==> src/rtl/ss_restore_reader_pkg.sv <==
// Shared save-state constants and types.
// Contents: DDR base address, chunk header magic, terminator SSIDX, checksum seed,
// the chunk header layout and the restore FSM state type.
package system_consts;

  localparam logic [31:0] SS_DDR_BASE       = 32'h3E00_0000;
  localparam logic [15:0] SS_CHUNK_MAGIC    = 16'h5353;
  localparam logic [7:0]  SS_IDX_TERMINATOR = 8'hFF;
  localparam logic [63:0] SS_CSUM_SEED      = 64'hA5A5_A5A5_A5A5_A5A5;

  typedef struct packed {
    logic [15:0] magic;
    logic [7:0]  idx;
    logic [7:0]  rsvd;
    logic [31:0] length;
  } ss_chunk_hdr_t;

  typedef enum logic [2:0] {
    StIdle,
    StHdrRd,
    StDatRd,
    StDatOut,
    StCsumRd,
    StDone,
    StError
  } ss_restore_state_t;

endpackage

==> src/rtl/ss_ddr_word_fetch.sv <==
// Single-word DDR read engine for the save-state restore reader.
// Ports:
//   clk, reset_n          clock, asynchronous active-low reset
//   fetch                 level request from the parent FSM to read the word at ddr_addr
//   load_base             rewind ddr_addr to BASE_ADDR
//   ddr_addr/ddr_req      DDR read port (request held until ddr_rvalid)
//   ddr_rdata/ddr_rvalid  DDR read data / completion pulse
//   word_valid/word       accepted read data, same cycle as ddr_rvalid
module ss_ddr_word_fetch
  import system_consts::*;
#(
  parameter logic [31:0] BASE_ADDR = SS_DDR_BASE
) (
  input  logic        clk,
  input  logic        reset_n,
  input  logic        fetch,
  input  logic        load_base,
  output logic [31:0] ddr_addr,
  output logic        ddr_req,
  input  logic [63:0] ddr_rdata,
  input  logic        ddr_rvalid,
  output logic        word_valid,
  output logic [63:0] word
);

  logic [31:0] addr_q, addr_d;
  logic        req_q, req_d;

  // rvalid without an outstanding request is ignored
  assign word_valid = req_q && ddr_rvalid;
  assign word       = ddr_rdata;
  assign ddr_addr   = addr_q;
  assign ddr_req    = req_q;

  always_comb begin
    addr_d = addr_q;
    req_d  = req_q;
    if (load_base) begin
      addr_d = BASE_ADDR;
    end else if (word_valid) begin
      addr_d = addr_q + 32'd8;  // wraps modulo 2^32
    end
    // Completion wins over fetch so req always drops for a cycle after rvalid
    if (word_valid) begin
      req_d = 1'b0;
    end else if (fetch) begin
      req_d = 1'b1;
    end
  end

  always_ff @(posedge clk or negedge reset_n) begin
    if (!reset_n) begin
      addr_q <= BASE_ADDR;
      req_q  <= 1'b0;
    end else begin
      addr_q <= addr_d;
      req_q  <= req_d;
    end
  end

endmodule

==> src/rtl/ss_restore_reader.sv <==
// Save-state restore engine: walks the chunk stream in DDR, validates each header and
// replays payload words to the unit selected by the chunk's SSIDX.
// Optional feature: define SS_RESTORE_CHECKSUM_EN to require and verify a checksum word
// after every non-empty chunk.
// Ports:
//   clk, reset_n             clock, asynchronous active-low reset
//   start/busy/done/error    control and status (error sticky until next start)
//   ddr_*                    DDR read arbiter port
//   ss_idx/ss_chunk_start    current chunk SSIDX and per-chunk start pulse
//   ss_data/ss_valid/ss_ready payload word handshake
module ss_restore_reader
  import system_consts::*;
#(
  parameter logic [31:0] BASE_ADDR = SS_DDR_BASE,
  parameter int unsigned NUM_IDX   = 18,
  parameter logic [31:0] MAX_WORDS = 32'h0010_0000
) (
  input  logic        clk,
  input  logic        reset_n,
  input  logic        start,
  output logic        busy,
  output logic        done,
  output logic        error,
  output logic [31:0] ddr_addr,
  output logic        ddr_req,
  input  logic [63:0] ddr_rdata,
  input  logic        ddr_rvalid,
  output logic [7:0]  ss_idx,
  output logic        ss_chunk_start,
  output logic [63:0] ss_data,
  output logic        ss_valid,
  input  logic        ss_ready
);

  ss_restore_state_t state_q, state_d;
  logic [31:0] count_q, count_d;
  logic [7:0]  idx_q, idx_d;
  logic        chunk_start_q, chunk_start_d;
  logic [63:0] data_q, data_d;
  logic        valid_q, valid_d;
  logic        error_q, error_d;
  logic        fetch, load_base, word_valid;
  logic [63:0] word;
  ss_chunk_hdr_t hdr;
  logic        hdr_bad;
  logic        unused_rsvd;
`ifdef SS_RESTORE_CHECKSUM_EN
  logic [63:0] acc_q, acc_d;
`endif

  ss_ddr_word_fetch #(
    .BASE_ADDR (BASE_ADDR)
  ) u_fetch (
    .clk        (clk),
    .reset_n    (reset_n),
    .fetch      (fetch),
    .load_base  (load_base),
    .ddr_addr   (ddr_addr),
    .ddr_req    (ddr_req),
    .ddr_rdata  (ddr_rdata),
    .ddr_rvalid (ddr_rvalid),
    .word_valid (word_valid),
    .word       (word)
  );

  assign hdr         = ss_chunk_hdr_t'(word);
  assign unused_rsvd = ^hdr.rsvd;
  // Validity is checked before the terminator test, so a terminator with an oversize
  // length is still an error.
  assign hdr_bad = (hdr.magic != SS_CHUNK_MAGIC) ||
                   ((hdr.idx != SS_IDX_TERMINATOR) && (32'(hdr.idx) >= NUM_IDX)) ||
                   (hdr.length > MAX_WORDS);

  always_comb begin
    state_d       = state_q;
    count_d       = count_q;
    idx_d         = idx_q;
    chunk_start_d = 1'b0;
    data_d        = data_q;
    valid_d       = valid_q;
    error_d       = error_q;
    fetch         = 1'b0;
    load_base     = 1'b0;
`ifdef SS_RESTORE_CHECKSUM_EN
    acc_d         = acc_q;
`endif
    case (state_q)
      StIdle: begin
        if (start) begin
          load_base = 1'b1;
          error_d   = 1'b0;
          state_d   = StHdrRd;
        end
      end
      StHdrRd: begin
        fetch = 1'b1;
        if (word_valid) begin
          if (hdr_bad) begin
            state_d = StError;
          end else if (hdr.idx == SS_IDX_TERMINATOR) begin
            state_d = StDone;
          end else begin
            idx_d         = hdr.idx;
            count_d       = hdr.length;
            chunk_start_d = 1'b1;
`ifdef SS_RESTORE_CHECKSUM_EN
            acc_d         = '0;
`endif
            state_d = (hdr.length == 32'd0) ? StHdrRd : StDatRd;
          end
        end
      end
      StDatRd: begin
        fetch = 1'b1;
        if (word_valid) begin
          data_d  = word;
          valid_d = 1'b1;
          state_d = StDatOut;
        end
      end
      StDatOut: begin
        if (valid_q && ss_ready) begin
          valid_d = 1'b0;
          count_d = count_q - 32'd1;
`ifdef SS_RESTORE_CHECKSUM_EN
          acc_d   = acc_q ^ data_q;
          state_d = (count_q == 32'd1) ? StCsumRd : StDatRd;
`else
          state_d = (count_q == 32'd1) ? StHdrRd : StDatRd;
`endif
        end
      end
`ifdef SS_RESTORE_CHECKSUM_EN
      StCsumRd: begin
        fetch = 1'b1;
        if (word_valid) begin
          state_d = (word == (acc_q ^ SS_CSUM_SEED)) ? StHdrRd : StError;
        end
      end
`endif
      StDone: begin
        state_d = StIdle;
      end
      StError: begin
        error_d = 1'b1;
        valid_d = 1'b0;
        state_d = StIdle;
      end
      default: begin
        state_d = StIdle;
      end
    endcase
  end

  always_ff @(posedge clk or negedge reset_n) begin
    if (!reset_n) begin
      state_q       <= StIdle;
      count_q       <= '0;
      idx_q         <= '0;
      chunk_start_q <= 1'b0;
      data_q        <= '0;
      valid_q       <= 1'b0;
      error_q       <= 1'b0;
`ifdef SS_RESTORE_CHECKSUM_EN
      acc_q         <= '0;
`endif
    end else begin
      state_q       <= state_d;
      count_q       <= count_d;
      idx_q         <= idx_d;
      chunk_start_q <= chunk_start_d;
      data_q        <= data_d;
      valid_q       <= valid_d;
      error_q       <= error_d;
`ifdef SS_RESTORE_CHECKSUM_EN
      acc_q         <= acc_d;
`endif
    end
  end

  assign busy           = (state_q != StIdle) && (state_q != StDone) && (state_q != StError);
  assign done           = (state_q == StDone);
  assign error          = error_q;
  assign ss_idx         = idx_q;
  assign ss_chunk_start = chunk_start_q;
  assign ss_data        = data_q;
  assign ss_valid       = valid_q;

endmodule

==> config.mk <==
export PLATFORM = sky130hd
export DESIGN_NAME = ss_restore_reader
export DESIGN_NICKNAME = d
export VERILOG_FILES = /design/src/rtl/ss_restore_reader_pkg.sv /design/src/rtl/ss_ddr_word_fetch.sv /design/src/rtl/ss_restore_reader.sv
export SDC_FILE = /design/constraint.sdc
export NUM_CORES = 1
export LEC_CHECK = 0
export BUFFER_PORTS_ARGS = -buffer_cell sky130_fd_sc_hd__buf_2
export CAP_MARGIN = 20
export CORE_ASPECT_RATIO = 1.1
export CORE_MARGIN = 2
export CORE_UTILIZATION = 42
export DETAILED_ROUTE_END_ITERATION = 16
export GPL_TIMING_DRIVEN = 0
export PLACE_DENSITY = 0.66
export SLEW_MARGIN = 20
export SYNTH_ARGS = -nofsm -noshare
export SYNTH_HDL_FRONTEND = slang
export SYNTH_SLANG_ARGS = --single-unit
==> constraint.sdc <==
create_clock -name clk -period 4 [get_ports clk]
set_input_delay 0.4 -clock clk [delete_from_list [all_inputs] [get_ports clk]]
set_output_delay 0.4 -clock clk [all_outputs]
set_load 0.01 [all_outputs]
==> flow_summary.toml <==
[power_and_ir_drop]
p_leak_nw = 3.88
vdd_drop_max_mv = 0.391
powerDensity_mw_per_mm2 = 709

[timing]
fin_setup_tns_ns = 0
setup_violations = 0
slew_headroom_pct = 44.8
rsz0062_at_grt = "false"
period_share_pct = 74.9
tightest_slew_ns = 0.822
worst_slack_ns = 1.00
hold-worst-slack_ns = 0.207
drv_slew = 0
hold_viol = 0
final.setup_skew_ns = 0.00866
min_period_ns = 3.00
fmax_ghz = 0.334

[detailed_routing]
drcViolationCount = 0
vias = 5673
totalWireLength_um = 17700
via_per_inst = 5.47
wl_per_cell_um = 17.1
drt.antenna.violating_nets = 0
drt-initial-drc-count = 409
firstDrtPassIters = 5

[yosys]
synth_top_cells_by_count = "dfrtp_1, mux2_2, nor2_1"
ys.flop_type = "dfrtp_1"
yosysTopAreaCell = "dfrtp_1"
ys_ff_latch = 140
async_flop_share_pct = 100
yosysUniqueCellTypes = 59
syn_area_mm2 = 0.00665
ys_seq_area_share_pct = 52.8
synth.most_common_cell = "dfrtp_1"
synth_edf_count = 0
yosys_warnings = 0
syn_inst = 625
avgSynthCellArea_um2 = 10.6
synth_top_area_share_pct = 50.8
synthTopCellsByArea = "dfrtp_1, mux2_2, a21oi_1"

[clock_network]
clock_latency_ns = 0.42
cts_num_sinks = 140
ctsRootBufferMaster = "clkbuf_16"
cts_setup_buffers = 0
ctsHoldBuffers = 1
htreeDepth = 4
cts_buffers = 17
cts_resized = 0
cts_tree = "done"
clk_pin_slew_ns = 0.06
max-clock-path-buffers = 2

[setup_path]
startpoint_type = "register"
required_ns = 4.33
crit_type = "register to register"
worstPathMaxFanout = 10
end_kind = "register"
cp.arrival_ns = 3.32

[die]
pin_count = 179
rows = 48
initial_utilization_pct = 42.6
dieArea_mm2 = 0.0169
die_h_um = 136
fp.dieW_um = 124
core-area_mm2 = 0.0156

[global_route]
grt_util_met2_pct = 35.0
grt_usage_pct = 21.9
grt_pass1_vias = 5513
grt_use_met3_pct = 6.25
grt_pass1_wl_um = 28600
top_usage_layer = "met2"
overflow = 0
grt_max_degree = 92
antenna_found_initial = 1
use_met1_pct = 29.2

[cells_and_area]
synthToLayoutAreaGrowth_pct = 27.4
final_cell_area_mm2 = 0.00848
fillers = 1463
seqCellArea_mm2 = 0.00351
nNetsFinal = 896
post_route_cells_drive_above_1_share_pct = 35.5
multi_input_area_mm2 = 0.00299
diodes = 0
final_cells = 1037

[placed_design]
place_congestion = 0.874
pre_cts_slack_ns = 0.920
post_dp_cell_area_mm2 = 0.00784
io_buffers = 175
dp.cells = 1004
dp_hpwl_um = 12600

[worst_hold_path]
hold_path_class = "input port to register"

[run]
maxCapViolCount = 0

[outcome]
status = "finished, final reports clean"
==> critical path, stage by stage, from the launching register on <==
cell and delay (ns):
dfrtp_1 0.32, clkbuf_1 0.29, and3b_1 0.21, clkbuf_1 0.30, nand3_1 0.23, a22oi_1 0.47, o211a_1 0.35, clkbuf_1 0.48
nor2_1 0.08, a211oi_1 0.18
==> kinds of logic (layout without fill, tap and decap cells) <==
kind of cell	after synthesis	after routing	synth area share (%)
AND/OR/NAND/NOR	213	213	16.9
flip-flops	140	140	52.8
AO/OA/AOI/OAI	130	130	11.8
multiplexers	71	71	12.0
buffers and inverters	41	251	2.50
XOR/XNOR	26	26	3.42
adder cells (fa/ha/maj)	3	3	0.564
other	1	3	0.0564
==> cell type report <==
type	instances	share of cell area, %
Inverter	8	0.354
Clock buffer	18	5.18
Multi-Input combinational cell	446	35.3
Tap cell	200	2.95
Sequential cell	140	41.4
Timing Repair Buffer	178	11.0
Buffer	33	1.61
Clock inverter	14	2.18
==> cell usage in the layout (no fill, tap or decap), drive strengths merged, types with 6 or more instances in the layout <==
cell | Yosys | final
buf | 6 | 183
dfrtp | 135 | 135
mux2 | 69 | 69
nor2 | 49 | 49
a21oi | 47 | 47
clkbuf | 27 | 45
nand2 | 39 | 39
o21ai | 36 | 36
nand3 | 24 | 24
xor2 | 23 | 23
nor3 | 19 | 19
nand4 | 18 | 18
inv | 8 | 12
nor4 | 11 | 11
a31oi | 9 | 9
and2 | 7 | 7
and3 | 7 | 7
or4 | 7 | 7
o31ai | 6 | 6
or3 | 6 | 6
==> where the power goes <==
part	switching (mW)	leakage, nW	internal, mW
clock	0.653	0.296	1.01
sequential	0.329	1.74	1.90
combinational	1.21	1.84	0.915
total	2.19	3.88	3.82
==> registers in the layout (all words and copies together), names as in the netlist <==
signal            count
state_q               3
u_fetch.ddr_addr     29
ss_idx                8
ss_chunk_start        1
error                 1
u_fetch.ddr_req       1
ss_data              64
ss_valid              1
count_q              32
==> metrics by stage <==
step                      total power [mW]  util (%)
final                                 6.01      54.3
after global routing                  6.40      54.3
after CTS                             6.05      54.2
after detailed placement              4.35      50.2
after global placement                4.31      49.9
after floorplan                       3.52         -
==> metal layers <==
| metal | routed length (um) | vias up | share of wire (%) |
|---|---|---|---|
| li1 | - | 2689 | - |
| met1 | 7910 | 2773 | 45 |
| met2 | 8460 | 194 | 48 |
| met3 | 1170 | 15 | 6.6 |
| met4 | 194 | 2 | 1.1 |
| met5 | 10 | - | 0.056 |
==> worst paths after layout <==
check	slack (ns)	cells past startpoint	start	endpoint
worst max-delay path	1.00	9	state_q[0]	count_q[13]
worst min-delay path	0.21	2	ddr_rdata[37]	ss_data[37]
worst max register to register	1.00	9	state_q[0]	count_q[13]
worst min register to register	0.49	1	ss_idx[5]	ss_idx[5]
max in group asynchronous	2.75	3	reset_n	ss_data[4]
min in group asynchronous	0.48	2	reset_n	u_fetch.ddr_addr[9]
Note: power is estimated with default switching activity, not from simulation.
